`src/rtl/can_clic_pkg.sv`:
```
// ----------------------------------------------------------------------------
// can_clic_pkg
// Types shared by the CLIC arbiter and the dispatch/nesting controller.
//   prio_t / index_t    : entry priority and index at the default geometry
//   dispatch_state_e    : dispatch FSM encoding
//   max_prio()          : larger of two priorities at the default geometry
// Optional feature macro used by the dispatcher: CAN_CLIC_THRESHOLD_EN.
// ----------------------------------------------------------------------------
package can_clic_pkg;

    localparam int CLIC_PRIO_BITS  = 3;
    localparam int CLIC_INDEX_BITS = 2;
    localparam int CLIC_DEPTH      = 4;

    typedef logic [CLIC_PRIO_BITS-1:0]  prio_t;
    typedef logic [CLIC_INDEX_BITS-1:0] index_t;

    typedef enum logic {
        ST_IDLE = 1'b0,
        ST_REQ  = 1'b1
    } dispatch_state_e;

    function automatic prio_t max_prio(input prio_t a, input prio_t b);
        return (a > b) ? a : b;
    endfunction

endpackage

```
`src/rtl/can_clic_prio_stack.sv`:
```
// ----------------------------------------------------------------------------
// can_clic_prio_stack
// DEPTH-entry LIFO of priorities holding the preempted levels of nested
// handlers. Implemented as a shift stack: entry 0 is always the top, so no
// pointer indexing is needed. Push when full and pop when empty are no-ops;
// if both are requested together, push wins.
// Ports:
//   clk, rst_n          clock, async active-low reset
//   push, push_data     push a priority
//   pop                 discard the top entry
//   top                 current top entry (0 when empty)
//   count               number of valid entries
//   full, empty         occupancy flags
// ----------------------------------------------------------------------------
module can_clic_prio_stack #(
    parameter int WIDTH = 3,
    parameter int DEPTH = 4,
    localparam int CW   = $clog2(DEPTH + 1)
) (
    input  logic             clk,
    input  logic             rst_n,
    input  logic             push,
    input  logic [WIDTH-1:0] push_data,
    input  logic             pop,
    output logic [WIDTH-1:0] top,
    output logic [CW-1:0]    count,
    output logic             full,
    output logic             empty
);

    logic [WIDTH-1:0] mem_q [DEPTH];
    logic [CW-1:0]    count_q;

    logic do_push;
    logic do_pop;

    assign full    = (count_q == CW'(DEPTH));
    assign empty   = (count_q == '0);
    assign do_push = push && !full;
    assign do_pop  = pop && !push && !empty;

    // NOTE: the storage is reset like any other state because a popped level
    // must read back as 0 (thread level) and entries vacated by a pop are
    // refilled with zeros; without a reset the first pops would expose X.
    always_ff @(posedge clk or negedge rst_n) begin
        if (!rst_n) begin
            for (int i = 0; i < DEPTH; i++) mem_q[i] <= '0;
            count_q <= '0;
        end else if (do_push) begin
            mem_q[0] <= push_data;
            for (int i = 1; i < DEPTH; i++) mem_q[i] <= mem_q[i-1];
            count_q <= count_q + CW'(1);
        end else if (do_pop) begin
            for (int i = 0; i < DEPTH - 1; i++) mem_q[i] <= mem_q[i+1];
            mem_q[DEPTH-1] <= '0;
            count_q <= count_q - CW'(1);
        end
    end

    assign top   = mem_q[0];
    assign count = count_q;

endmodule

```
`src/rtl/can_clic_dispatch.sv`:
```
// ----------------------------------------------------------------------------
// can_clic_dispatch
// Sits behind the CLIC priority arbiter. Decides whether the arbiter winner
// may preempt the running level, holds a stable request to the core until it
// is acknowledged, tracks nested handler priorities on a LIFO and pulses the
// pending-clear for the taken entry.
// Optional feature: define CAN_CLIC_THRESHOLD_EN to add the `threshold` input;
// a winner must then exceed both cur_prio and threshold.
// Ports:
//   clk, rst_n                      clock, async active-low reset
//   arb_valid/arb_index/arb_prio    arbiter winner (combinational upstream)
//   threshold                       level threshold (macro builds only)
//   irq_req/irq_index/irq_prio      request to core, stable while irq_req
//   irq_ack                         core entered the requested handler
//   irq_ret                         core returned from the current handler
//   clr_pend/clr_index              one-cycle pending-clear pulse
//   cur_prio                        running level priority (0 = thread)
//   nest_level                      number of active handlers
//   err                             sticky protocol error
// All outputs are registered.
// ----------------------------------------------------------------------------
module can_clic_dispatch
    import can_clic_pkg::*;
#(
    parameter int PRIO_BITS  = CLIC_PRIO_BITS,
    parameter int INDEX_BITS = CLIC_INDEX_BITS,
    parameter int DEPTH      = CLIC_DEPTH,
    localparam int LW        = $clog2(DEPTH + 1)
) (
    input  logic                  clk,
    input  logic                  rst_n,
    input  logic                  arb_valid,
    input  logic [INDEX_BITS-1:0] arb_index,
    input  logic [PRIO_BITS-1:0]  arb_prio,
`ifdef CAN_CLIC_THRESHOLD_EN
    input  logic [PRIO_BITS-1:0]  threshold,
`endif
    output logic                  irq_req,
    output logic [INDEX_BITS-1:0] irq_index,
    output logic [PRIO_BITS-1:0]  irq_prio,
    input  logic                  irq_ack,
    input  logic                  irq_ret,
    output logic                  clr_pend,
    output logic [INDEX_BITS-1:0] clr_index,
    output logic [PRIO_BITS-1:0]  cur_prio,
    output logic [LW-1:0]         nest_level,
    output logic                  err
);

    dispatch_state_e       state_q, state_d;
    logic [INDEX_BITS-1:0] req_index_q;
    logic [PRIO_BITS-1:0]  req_prio_q;
    logic [PRIO_BITS-1:0]  cur_prio_q;
    logic                  clr_pend_q;
    logic [INDEX_BITS-1:0] clr_index_q;
    logic                  err_q;

    logic                  stk_full;
    logic                  stk_empty;
    logic [PRIO_BITS-1:0]  stk_top;
    logic [LW-1:0]         stk_count;

    logic [PRIO_BITS-1:0]  floor_prio;
    logic                  preempt;
    logic                  load_req;
    logic                  take;
    logic                  pop;
    logic                  set_err;

    // Level a winner has to beat. Priority 0 can never beat it since the
    // comparison is strict and the floor is never below 0.
`ifdef CAN_CLIC_THRESHOLD_EN
    assign floor_prio = (threshold > cur_prio_q) ? threshold : cur_prio_q;
`else
    assign floor_prio = cur_prio_q;
`endif

    assign preempt = arb_valid && (arb_prio > floor_prio) && !stk_full;

    // NOTE: every signal driven here gets a default before the case so no
    // path leaves it unassigned, which would otherwise infer a latch.
    always_comb begin
        state_d  = state_q;
        load_req = 1'b0;
        take     = 1'b0;
        pop      = 1'b0;
        set_err  = 1'b0;

        unique case (state_q)
            ST_IDLE: begin
                if (preempt) begin
                    load_req = 1'b1;
                    state_d  = ST_REQ;
                end
            end
            ST_REQ: begin
                // The latched request is held; arbiter changes are ignored.
                if (irq_ack) begin
                    take    = 1'b1;
                    state_d = ST_IDLE;
                end
            end
            default: state_d = ST_IDLE;
        endcase

        // A return colliding with an ack is dropped as a protocol error; a
        // return with nothing nested is likewise an error.
        if (irq_ret) begin
            if (take || stk_empty) set_err = 1'b1;
            else                   pop     = 1'b1;
        end
    end

    // NOTE: state registers use non-blocking assignments so every flop
    // samples pre-edge values regardless of statement order.
    always_ff @(posedge clk or negedge rst_n) begin
        if (!rst_n) begin
            state_q     <= ST_IDLE;
            req_index_q <= '0;
            req_prio_q  <= '0;
            cur_prio_q  <= '0;
            clr_pend_q  <= 1'b0;
            clr_index_q <= '0;
            err_q       <= 1'b0;
        end else begin
            state_q    <= state_d;
            clr_pend_q <= take;
            if (set_err) err_q <= 1'b1;
            if (load_req) begin
                req_index_q <= arb_index;
                req_prio_q  <= arb_prio;
            end
            if (take) begin
                cur_prio_q  <= req_prio_q;
                clr_index_q <= req_index_q;
            end else if (pop) begin
                cur_prio_q <= stk_top;
            end
        end
    end

    // The stack holds the level that was running before each handler entry.
    can_clic_prio_stack #(
        .WIDTH (PRIO_BITS),
        .DEPTH (DEPTH)
    ) u_prio_stack (
        .clk       (clk),
        .rst_n     (rst_n),
        .push      (take),
        .push_data (cur_prio_q),
        .pop       (pop),
        .top       (stk_top),
        .count     (stk_count),
        .full      (stk_full),
        .empty     (stk_empty)
    );

    assign irq_req    = (state_q == ST_REQ);
    assign irq_index  = req_index_q;
    assign irq_prio   = req_prio_q;
    assign clr_pend   = clr_pend_q;
    assign clr_index  = clr_index_q;
    assign cur_prio   = cur_prio_q;
    assign nest_level = stk_count;
    assign err        = err_q;

endmodule

```
`config.mk`:
```
export PLATFORM = sky130hd
export DESIGN_NAME = can_clic_dispatch
export DESIGN_NICKNAME = d
export VERILOG_FILES = /design/src/rtl/can_clic_pkg.sv /design/src/rtl/can_clic_prio_stack.sv /design/src/rtl/can_clic_dispatch.sv
export SDC_FILE = /design/constraint.sdc
export NUM_CORES = 1
export LEC_CHECK = 0
export BUFFER_PORTS_ARGS = -buffer_cell sky130_fd_sc_hd__buf_2
export CAP_MARGIN = 15
export CORE_MARGIN = 3
export CORE_UTILIZATION = 48
export DETAILED_ROUTE_END_ITERATION = 6
export MAX_ROUTING_LAYER = met4
export PLACE_DENSITY = 0.83
export SLEW_MARGIN = 20
export SYNTH_ARGS = -nofsm -noshare
export SYNTH_HDL_FRONTEND = slang
export SYNTH_SLANG_ARGS = --single-unit
```
`constraint.sdc`:
```
create_clock -name clk -period 1.7 [get_ports clk]
set_input_delay 0.17 -clock clk [delete_from_list [all_inputs] [get_ports clk]]
set_output_delay 0.17 -clock clk [all_outputs]
set_load 0.1 [all_outputs]
```
==> impl_results.md <==
- Status: finished with violations
- Failing checks: setup timing
- Yosys warning count: 0
- Final hold viol count: 0
- Max clock buf depth: 2
- FF+latch count, synth: 28
- Most frequent cells after synthesis: dfrtp_1, nand2_1, nand3_1
- Finish-stage setup viols: 6
- Slew @ Worst Pin: between 0.6 and 0.7 ns
- Num CTS Buffers: 3
- All-layer global routing usage: 0.205
- Initial Util: 0.517
- Top_reg_cell synth: dfrtp_1
- Drt pass-1 iters: 6
- Synth-to-layout area growth: 31.1%
- Synthesized instance count: 117
- CP Capture Type: register
- Clk_lat worst skew: 0.33 ns
- Fin area: 1730 um^2
- Num ports: 26
- Clock slew at reported path FFs: 0.15 ns
- EDFF count, synth: 0
- Drt wl/cell: approximately 16 um
- RSZ-0062 raised after global routing: yes
- Chip height: 58.4 um
- Top-area cell type share of the netlist area: 0.532
- ANT cells: 0
- Final nets: 174
- GPL Wtd Cong: 0.744
- Post-DP Area: 1610 um^2
- CTS tree: done
- Via count: 1056
- Via density: roughly 5.6
- Detailed placement HPWL: 2.12 mm
- Final period util: 1.04
- CTS H-Tree Depth: 1
- Hold WC Path Type: input port to register
- Clk sinks: 28
- FP Rows: 18
- Crit path required time: 1.92 ns
- Iter 0 DRT Violations: between 70 and 80
- Post-synth design cell area: 1320 um^2
- Top post-synthesis cells by area: dfrtp_1, mux2_4, nand2_1
- Root buffer cell: clkbuf_4
- Seq/Total Area, Yosys: 0.532
- First-pass GRT wire length: 5.18 mm
- Net Count, Synth: 131
- Area leader, netlist: dfrtp_1
- Mean Syn Cell Area: 11.3 um^2
- Final WL: between 3 and 4 mm
- CP Max Fanout: 3
- Most frequent cell after synthesis: dfrtp_1
- Startpoint types: register
- GRT Residual Overflow: 0
- Post-DRT Antenna Nets: 0
- Count of cell types in the netlist: 30
- Crit path DAT: 1.98 ns
- Setup Crit Path Kind: register to register
- Number of port buffers: 25
- Initial antenna violation count: 0
- F_max: around 0.57 GHz
- DRC viols: 0
- Number of global-route vias before repair: 1065
- Skew final: 0.0131 ns
- Total core area: 2540 um^2
- Post-synth ARST share: 1.00
- Die width: roughly 58 um
- Worst rel slew slack: 0.593
- Minimum clock period: 1.76 ns
- Die area: 3410 um^2
- Final worst setup slack: -0.0618 ns
- Max Slew Vio Count: 0
- Largest net degree at the start of global routing: 29
- Share of cells above drive strength 1: 0.484
- Max Cap Viol: 0
[cell usage in the layout, fill, tap and decap left out, drive strengths merged, types with 4 or more instances in the layout]
master / netlist / final
inv: 7 / 7
dfrtp: 28 / 28
buf: 4 / 41
a21oi: 4 / 4
mux2: 8 / 8
a22oi: 4 / 4
nand2: 23 / 23
nand3: 16 / 16
clkbuf: 0 / 4
[final timing paths]
kind	startpoint	endpoint	slack [ns]	cells past startpoint
hold / removal	arb_index[1]	irq_index[1]$_DFFE_PN0P_	0.06	2
setup reg to reg	cur_prio[1]$_DFFE_PN0P_	irq_prio[1]$_DFFE_PN0P_	-0.06	7
setup / recovery	cur_prio[1]$_DFFE_PN0P_	irq_prio[1]$_DFFE_PN0P_	-0.06	7
max in group asynchronous	rst_n	irq_req$_DFF_PN0_	0.86	2
hold reg to reg	err$_DFFE_PN0P_	err$_DFFE_PN0P_	0.48	1
min in group asynchronous	rst_n	u_prio_stack.mem_q[2]$_DFFE_PN0P_	0.37	2
[critical path, stage by stage (launching register included)]
cell      delay [ns]
dfrtp_4         0.45
inv_4           0.04
ha_4            0.26
nor2b_4         0.13
o21ai_2         0.07
a211oi_4        0.26
buf_6           0.15
mux2_4          0.30
[stage by stage]
step	setup TNS, ns	setup slack, ns	hold slack (ns)	util	instances
4_1_cts	-0.208	-0.0570	0.0500	0.669	187
5_1_grt	-0.614	-0.125	0.0439	0.678	189
3_5_place_dp	-0.415	-0.0854	0.219	0.634	181
3_3_place_gp	-0.109	-0.0265	0.204	0.634	181
6_report	-0.239	-0.0618	0.0551	0.678	189
2_1_floorplan	-2.03	-0.315	-0.126	-	117
[cell families after synthesis]
kind of cell             share of synthesized area
AO/OA/AOI/OAI                                0.113
XOR/XNOR                                    0.0133
adder cells (fa/ha/maj)                     0.0437
buffers and inverters                       0.0390
flip-flops                                   0.532
multiplexers                                0.0932
AND/OR/NAND/NOR                              0.165
[metal layers]
metal	track usage	routed length (um)
met3	0.0526	112
met5	-	0
met4	0.0364	13
met1	0.253	1300
met2	0.344	1610
[flip-flops by register name, summed over array words and instances (netlist names)]
signal              cells
clr_index               2
clr_pend                1
cur_prio                3
err                     1
irq_index               2
irq_prio                3
irq_req                 1
u_prio_stack.count      3
u_prio_stack.mem_q      9
u_prio_stack.top        3
[repair_timing]
action | 4_1_cts | 5_1_grt
cloned | 0 | 0
endpoints found under the hold margin | 28 | 0
endpoints found under the setup margin | 6 | 12
resized for setup | 7 | 3
hold buffers | 1 | 0
pin swaps | 4 | 1
setup buffers | 1 | 2
[layout make-up]
type / instances / area (um^2)
fill: 189 / 820
inverter: 7 / 28.8
tap: 30 / 37.5
multi-input combinational: 78 / 629
timing repair buffer: 42 / 267
sequential: 28 / 727
clock buffer: 4 / 36.3
Power is not shown: default switching activity piles up to over one toggle a cycle in this logic, so the estimate is an artifact.
